[config.mk]
export PLATFORM = sky130hd
export DESIGN_NAME = alu_deco
export DESIGN_NICKNAME = d
export VERILOG_FILES = /design/src/rtl/alu_pkg.sv /design/src/rtl/alu_deco_comb.sv /design/src/rtl/alu_deco.sv
export SDC_FILE = /design/constraint.sdc
export NUM_CORES = 1
export LEC_CHECK = 0
export CORE_AREA = 2 2 39 41
export CTS_BUF_LIST = sky130_fd_sc_hd__clkbuf_8
export DETAILED_ROUTE_END_ITERATION = 10
export DIE_AREA = 0 0 41 43
export PLACE_DENSITY = 0.35
export SYNTH_ARGS = -nofsm -noshare
export SYNTH_HDL_FRONTEND = slang
export SYNTH_SLANG_ARGS = --single-unit
[constraint.sdc]
create_clock -name clk -period 1.07 [get_ports clk]
set_input_delay 0.1605 -clock clk [delete_from_list [all_inputs] [get_ports clk]]
set_output_delay 0.1605 -clock clk [all_outputs]
set_load 0.02 [all_outputs]
[src/rtl/alu_pkg.sv]
// Shared encodings for the ALU decoder.
//   aluOp classes from the main decoder, aluControl selects for the ALU,
//   and the R-type func3 values the decoder understands.
package alu_pkg;

  localparam logic [1:0] ALUOP_ADD    = 2'b00;
  localparam logic [1:0] ALUOP_BRANCH = 2'b01;
  localparam logic [1:0] ALUOP_RTYPE  = 2'b10;
  localparam logic [1:0] ALUOP_RSVD   = 2'b11;

  localparam logic [2:0] ALUC_ADD = 3'b000;
  localparam logic [2:0] ALUC_SUB = 3'b001;
  localparam logic [2:0] ALUC_AND = 3'b010;
  localparam logic [2:0] ALUC_OR  = 3'b011;
  localparam logic [2:0] ALUC_XOR = 3'b100;
  localparam logic [2:0] ALUC_SLT = 3'b101;

  localparam logic [2:0] F3_ADDSUB = 3'b000;
  localparam logic [2:0] F3_SLT    = 3'b010;
  localparam logic [2:0] F3_XOR    = 3'b100;
  localparam logic [2:0] F3_OR     = 3'b110;
  localparam logic [2:0] F3_AND    = 3'b111;

endpackage

[src/rtl/alu_deco_comb.sv]
// Pure combinational ALU decode.
//   aluOp      : operation class from main decoder
//   func3      : instruction bits [14:12]
//   func7      : instruction bit 30 (add/sub select for R-type)
//   aluControl : next ALU operation select
//   illegal    : next flag for unsupported R-type func3
module alu_deco_comb
  import alu_pkg::*;
(
  input  logic [1:0] aluOp,
  input  logic [2:0] func3,
  input  logic       func7,
  output logic [2:0] aluControl,
  output logic       illegal
);

  always_comb begin
    aluControl = ALUC_ADD;
    illegal    = 1'b0;
    case (aluOp)
      ALUOP_ADD:    aluControl = ALUC_ADD;
      ALUOP_BRANCH: aluControl = ALUC_SUB;
      ALUOP_RTYPE: begin
        case (func3)
          F3_ADDSUB: aluControl = func7 ? ALUC_SUB : ALUC_ADD;
          F3_SLT:    aluControl = ALUC_SLT;
          F3_XOR:    aluControl = ALUC_XOR;
          F3_OR:     aluControl = ALUC_OR;
          F3_AND:    aluControl = ALUC_AND;
          // func3 001, 011, 101 decode to add with illegal set
          default:   illegal    = 1'b1;
        endcase
      end
      // reserved class falls back to add without raising illegal
      ALUOP_RSVD:   aluControl = ALUC_ADD;
      default:      aluControl = ALUC_ADD;
    endcase
  end

endmodule

[src/rtl/alu_deco.sv]
// ALU decoder with registered outputs (one-cycle latency).
//   clk        : system clock, rising edge
//   reset      : synchronous active-high reset, priority over decode
//   aluOp      : operation class from main decoder
//   func3      : instruction bits [14:12]
//   func7      : instruction bit 30
//   aluControl : registered ALU operation select
//   illegal    : registered unsupported-encoding flag
module alu_deco
  import alu_pkg::*;
(
  input  logic       clk,
  input  logic       reset,
  input  logic [1:0] aluOp,
  input  logic [2:0] func3,
  input  logic       func7,
  output logic [2:0] aluControl,
  output logic       illegal
);

  logic [2:0] next_aluc;
  logic       next_illegal;

  alu_deco_comb u_comb (
    .aluOp      (aluOp),
    .func3      (func3),
    .func7      (func7),
    .aluControl (next_aluc),
    .illegal    (next_illegal)
  );

  always_ff @(posedge clk) begin
    if (reset) begin
      aluControl <= '0;
      illegal    <= 1'b0;
    end else begin
      aluControl <= next_aluc;
      illegal    <= next_illegal;
    end
  end

endmodule

==> results of run 1 <==
[area by class of cell]
cell class / count / area [sq um]
Tap cell: 16 / 20.0
Fill cell: 149 / 1000
Inverter: 3 / 11.3
Clock buffer: 3 / 41.3
Multi-Input combinational cell: 11 / 96.3
Timing Repair Buffer: 15 / 133
Sequential cell: 4 / 80.1
[per-layer routing]
layer | up-vias | wire, microns | GRT usage (%)
met5 | - | 0 | 0
met4 | 0 | 0 | 6.00
met3 | 0 | 59 | 1.57
met2 | 12 | 180 | 6.88
met1 | 80 | 157 | 6.43
li1 | 97 | - | -
[through the flow]
| stage | hold WS, ns | util (%) | area (sq um) | setup slack [ns] |
|---|---|---|---|---|
| CTS | 0.472 | 27.6 | 382 | 0.0709 |
| global placement | 0.801 | 23.3 | 323 | -0.360 |
| global route | 0.513 | 27.6 | 382 | 0.0346 |
| floorplan | 0.237 | - | 178 | 0.185 |
| finish | 0.480 | 27.6 | 382 | 0.0845 |
| detailed placement | 0.802 | 23.3 | 323 | -0.354 |
[cell families (layout without fill, tap and decap cells)]
kind of cell	after synthesis	count (layout)	synth area share, %
buf+inv	3	21	6.34
fa+ha+maj	2	2	14.1
flops	4	4	45.1
simple gates	6	6	21.8
xor+xnor	1	1	4.93
compound gates	2	2	7.74
[cell usage in the layout, fill, tap and decap left out]
cell type / count
sky130_fd_sc_hd__ha_1: 1
sky130_fd_sc_hd__dfxtp_1: 4
sky130_fd_sc_hd__nand2_1: 1
sky130_fd_sc_hd__clkbuf_8: 3
sky130_fd_sc_hd__xnor2_1: 1
sky130_fd_sc_hd__nand2b_1: 1
sky130_fd_sc_hd__inv_1: 3
sky130_fd_sc_hd__clkdlybuf4s50_1: 5
sky130_fd_sc_hd__dlygate4sd2_1: 6
sky130_fd_sc_hd__or3b_1: 1
sky130_fd_sc_hd__and4b_1: 1
sky130_fd_sc_hd__o32ai_2: 1
sky130_fd_sc_hd__nor2_1: 1
sky130_fd_sc_hd__buf_4: 4
sky130_fd_sc_hd__a21oi_1: 1
sky130_fd_sc_hd__ha_2: 1
sky130_fd_sc_hd__nor4_1: 1
[where the power goes]
part | internal [mW] | total, mW | switching, mW | leakage [nW]
logic | 0.0482 | 0.0789 | 0.0307 | 0.131
registers | 0.156 | 0.157 | 0.000892 | 0.0326
clock network | 0.239 | 0.310 | 0.0706 | 0.0216
[cell usage after synthesis]
cell type,n
sky130_fd_sc_hd__a21oi_1,1
sky130_fd_sc_hd__o32ai_1,1
sky130_fd_sc_hd__xnor2_1,1
sky130_fd_sc_hd__or3b_1,1
sky130_fd_sc_hd__and4b_1,1
sky130_fd_sc_hd__ha_1,2
sky130_fd_sc_hd__nor2_1,1
sky130_fd_sc_hd__nand2_1,1
sky130_fd_sc_hd__nand2b_1,1
sky130_fd_sc_hd__dfxtp_1,4
sky130_fd_sc_hd__inv_1,3
sky130_fd_sc_hd__nor4_1,1
[state kept, by name (all words and copies together), names as in the netlist]
register    cells
aluControl      3
illegal         1
[final timing paths]
check             to  slack, ns  cells past startpoint
max    aluControl[2]       0.08                      1
min    aluControl[0]       0.48                      3
[what timing repair did]
item / in CTS / in global routing
hold endpoints to repair: 0 / 0
resized for setup: 8 / 0
endpoints found under the setup margin: 6 / 0
setup buffers: 2 / 0
==> impl_results.md, run 1 <==
* Placement Rows at 14
* Max Cap Violations at 0
* Starting Density at approximately 13%
* Maximum clock path buffer count at 2
* Pin count of the biggest net entering global routing at 5
* Core region area at 0.00138 sq mm
* Post-layout total power at 0.545 mW
* Port Buffer Count at 11
* CP max stage delay at approximately 0.32 ns
* Post-synth cell types at 12
* Relative slew slack at a little over four fifths
* Worst Path Class, Setup: reg -> out
* Min Clock Period, post-route at 0.986 ns
* Fraction of layout cells with a size suffix above 1 at between 20% and 30%
* Kind of start point of the critical path: flop
* DP Wirelength at ~310 microns
* Vertical extent of the die at 43 microns
* CTS Hold Bufs at 0
* Number of instances in the synthesized netlist at 18
* Outcome: finished, final reports clean
* I/O pins at 12
* Chip Width at approximately 40 microns
* Die Footprint at 0.00176 sq mm
* Register area share after synthesis at between 40% and 50%
* TritonCTS Buffers at 3
* Setup-violating endpoint count in the final report at 0
* Critical path data required time at 0.91 ns
* First-pass GRT wire length at 600 microns
* Routed via count divided by cell count at between 3 and 4
* Initial antenna violation count at 0
* First element of the critical path: aluControl[2]
* Number of warning messages in the yosys log at 0
* Critical Path Slowest Stage Cell: sky130_fd_sc_hd__dlygate4sd2_1
* Endpoint kind of the worst setup timing path: output port
* Transition at the pin with the smallest max-transition slack at 0.237 ns
* Number of max-slew violations in the final report at 0
* Total grt overflow at 0
* Class of the most critical hold timing path: in -> reg
* Via count of the first global-routing pass at 168
* Total routing usage reported by global routing at around 5.4%
* Cell type with the highest aggregate area in the netlist: sky130_fd_sc_hd__dfxtp_1
* Count of clock tree sinks at 4
* Arrival @ worst endpoint at 0.83 ns
* Hold violation count in the final report at 0
* RSZ-0062 raised after global routing: false
* Clock tree from TritonCTS: built
* Non-Filler Instances at between 50 and 60
* Hold Path Origin: aluOp[1]
* Family with the most delay on the worst path: buffers and inverters
* Clock-pin slew on the worst setup and hold paths at about 0.030 ns
* First DRT Iteration DRCs at 0
* Largest driver fanout on the critical path at 1
* Cells along the critical path: dlygate4sd2_1
* H-tree level count at 1
* Number of buffer and inverter instances along the worst setup path at 1
* Max Freq at between 1000 and 1500 MHz
* Post-synthesis net count at 28
* Top post-synthesis cells by area: sky130_fd_sc_hd__dfxtp_1 45%, sky130_fd_sc_hd__ha_1 14%, sky130_fd_sc_hd__inv_1 6.3%
* Post-synthesis instance area at approximately 180 sq um
* Ant diodes at 0
* Synthesis-to-layout area growth at 115%
* Leak pwr at 0.186 nW
* Crit share post-route at ~90%
* TritonRoute pass-1 iters at 1
* Average wire length per cell after detail routing at 7.63 microns
* Flip-flop and latch count after synthesis at 4
* Mean cell area of the mapped netlist at around 9.9 sq um
* Fraction of synthesized cell area taken by the top area cell type at a little under half
* Maximum vdd drop at between 0.3 and 0.4 mV
* Aggregate routed wire length at between 300 and 400 microns
* Final RePlAce weighted congestion at 0.575
* Vias post-DR at 189
* Pwr per Cell Area at approximately 1400 mW/mm^2
* Cells after DPL at 47
* Detail Route Antenna Nets at 0
* Post-route setup TNS at 0 ns
* Clk Tree Root Cell: sky130_fd_sc_hd__clkbuf_8
* Final net count at 48
* Drt drc at 0
(Power assumes the default switching activity.)
==> run 2, diff against run 1 <==
==> constraint.sdc (replaced) <==
create_clock -name clk -period 1 [get_ports clk]
set_input_delay 0.15 -clock clk [delete_from_list [all_inputs] [get_ports clk]]
set_output_delay 0.15 -clock clk [all_outputs]
set_load 0.02 [all_outputs]
==> impl_results.md, run 2 (synthesis results as in run 1) <==
* Cell-internal power at 0.476 mW (was 0.443 mW)
* Max Freq at slightly above 1000 MHz
* Final non-filler cell area at 390 sq um (was 382 sq um)
* Final net count at 48 (unchanged)
* Count of clock tree sinks at 4 (unchanged)
* Aggregate routed wire length at 427 microns (was 397 microns)
* Fill cell instance count of the final layout at 151 (was 149)
* Non-Filler Instances at 52 (unchanged)
* Routed via count divided by cell count at 3.60 (was 3.63)
* Worst Path Class, Setup: reg -> out (unchanged)
* Crit share post-route at a little over nine tenths
* Endpoint kind of the worst setup timing path: output port (unchanged)
* Number of max-slew violations in the final report at 0 (unchanged)
* Setup slack at placement at -0.413 ns (was -0.354 ns)
* TritonCTS Buffers at 3 (unchanged)
* Die Footprint at 0.00176 sq mm (unchanged)
* Footprint of the flip-flops and latches at 80.1 sq um (unchanged)
* Register name with the most flops: aluControl (unchanged)
* Hold violation count in the final report at 0 (unchanged)
* Clock tree from TritonCTS: built (unchanged)
* Cells after DPL at 48 (was 47)
* Seq pwr share at 28.7% (about the same)
* Average wire length per cell after detail routing at 8.21 microns (was 7.63 microns)
* Family with the most delay on the worst path: buffers and inverters (unchanged)
* Vias post-DR at 187 (was 189)
* Setup-violating endpoint count in the final report at 0 (unchanged)
* Total grt overflow at 0 (unchanged)
* Starting Density at 12.8% (unchanged)
* Critical Path Slowest Stage Cell: sky130_fd_sc_hd__dlygate4sd2_1 (unchanged)
* Placement Rows at 14 (unchanged)
* Clock network fraction of design power at 56.5% (was 56.8%)
* Kind of start point of the critical path: flop (unchanged)
* Max Cap Violations at 0 (unchanged)
* Total routing usage reported by global routing at 5.22% (was 5.42%)
* Maximum clock path buffer count at 2 (unchanged)
* Detail Route Antenna Nets at 0 (unchanged)
* Number of flip-flops under the largest register name at 3 (unchanged)
* PnR worst setup slack at 0.0262 ns (was 0.0845 ns)
* Largest driver fanout on the critical path at 1 (unchanged)
* Synthesis-to-layout area growth at 120% (was 115%)
* Arrival @ worst endpoint at 0.82 ns (was 0.83 ns)
* Critical path data required time at 0.85 ns (was 0.91 ns)
* Leak pwr at 0.189 nW (was 0.186 nW)
* Cells along the critical path: dlygate4sd2_1 (unchanged)
* Ant diodes at 0 (unchanged)
* Most frequent cells in the layout: 4 x sky130_fd_sc_hd__dfxtp_1, 4 x sky130_fd_sc_hd__clkdlybuf4s50_1, 4 x sky130_fd_sc_hd__buf_4 (was 6 x sky130_fd_sc_hd__dlygate4sd2_1, 5 x sky130_fd_sc_hd__clkdlybuf4s50_1, 4 x sky130_fd_sc_hd__dfxtp_1, 4 x sky130_fd_sc_hd__buf_4)
* Via count of the first global-routing pass at 175 (was 168)
* Pin count of the biggest net entering global routing at 5 (unchanged)
* Pwr per Cell Area at 1500 mW/mm^2 (was 1430 mW/mm^2)
* Part of the power in combinational logic at 14.8% (was 14.5%)
* Chip Width at 41 microns (unchanged)
* Core region area at 0.00138 sq mm (unchanged)
* First-pass GRT wire length at 545 microns (was 600 microns)
* TritonRoute pass-1 iters at 4 (was 1)
* Class of the most critical hold timing path: in -> reg (unchanged)
* Relative slew slack at 84.9% (was 84.0%)
* First DRT Iteration DRCs at 8 (was 0)
* Area of placed instances at 330 sq um (was 323 sq um)
* CP max stage delay at 0.32 ns (about the same)
* Combined area of the multi-input logic cells at 98.8 sq um (was 96.3 sq um)
* Switching share of power at 18.7% (about the same)
* Number of buffer and inverter instances along the worst setup path at 1 (unchanged)
* Min Clock Period, post-route at 0.974 ns
* I/O pins at 12 (unchanged)
* Transition at the pin with the smallest max-transition slack at 0.224 ns (was 0.237 ns)
* Final RePlAce weighted congestion at 0.607 (was 0.575)
* Outcome: finished, final reports clean (unchanged)
* Drt drc at 0 (unchanged)
* Maximum vdd drop at 0.392 mV (was 0.321 mV)
* Port Buffer Count at 11 (unchanged)
* H-tree level count at 1 (unchanged)
* Vertical extent of the die at 43 microns (unchanged)
* Clock-pin slew on the worst setup and hold paths at 0.03 ns (about the same)
* RSZ-0062 raised after global routing: false (unchanged)
* DP Wirelength at 344 microns (was 307 microns)
* Initial antenna violation count at 0 (unchanged)
* Fraction of layout cells with a size suffix above 1 at 27.8% (was 25.0%)
* Clk Tree Root Cell: sky130_fd_sc_hd__clkbuf_8 (unchanged)
* Top flop regs: aluControl: 3 flops, illegal: 1 flops (unchanged)
* Net switching power at 0.110 mW (was 0.102 mW)
-- run 2: cell count changes in the layout (fill, tap and decap cells not counted), sizes merged --
cell and delta:
clkdlybuf4s15 +3, clkdlybuf4s50 -1, dlygate4sd2 -3, dlymetal6s2s +1
-- run 2: path summary, 6_finish.rpt --
path | to | from | depth (start not counted)
setup / recovery | illegal | illegal | 1
hold / removal | aluControl[0] | reset | 2
-- run 2: layout make-up --
class | instances | area share (%)
multi-input cells | 11 | 25.3
flip-flops and latches | 4 | 20.5
well taps | 16 | 5.13
repair buffers | 15 | 35.6
inverters | 3 | 2.88
clock buffers | 3 | 10.6
-- run 2: routing by layer --
metal  GRT usage (%)  part of all wire, %
met1            4.17                   38
met2            7.50                   45
met3            1.57                   16
met4            8.00                    0
met5               0                    0
-- run 2: timing repair --
action                                  4_1_cts  5_1_grt
setup buffers                                 1        0
pin swaps                                     1        0
gates cloned                                  0        0
hold buffers                                  0        0
endpoints found under the setup margin        6        3
gates resized for setup                       8        5
-- run 2: through the flow --
step / utilization (%) / TNS, ns / power, mW / hold slack, ns
after floorplan: - / 0 / 0.198 / 0.226
after global placement: 23.9 / -1.11 / 0.253 / 0.799
after detailed placement: 23.9 / -1.18 / 0.254 / 0.801
after CTS: 27.6 / 0 / 0.598 / 0.466
after global routing: 28.2 / 0 / 0.610 / 0.258
final: 28.2 / 0 / 0.585 / 0.231
-- run 2: power groups by stage --
| stage | Combinational (mW) | Sequential, mW | Clock [mW] |
|---|---|---|---|
| after floorplan | 0.0199 | 0.178 | 0 |
| after global placement | 0.0833 | 0.170 | 0 |
| after detailed placement | 0.0842 | 0.170 | 0 |
| after CTS | 0.0853 | 0.168 | 0.345 |
| after global routing | 0.0948 | 0.168 | 0.347 |
| final | 0.0869 | 0.168 | 0.331 |
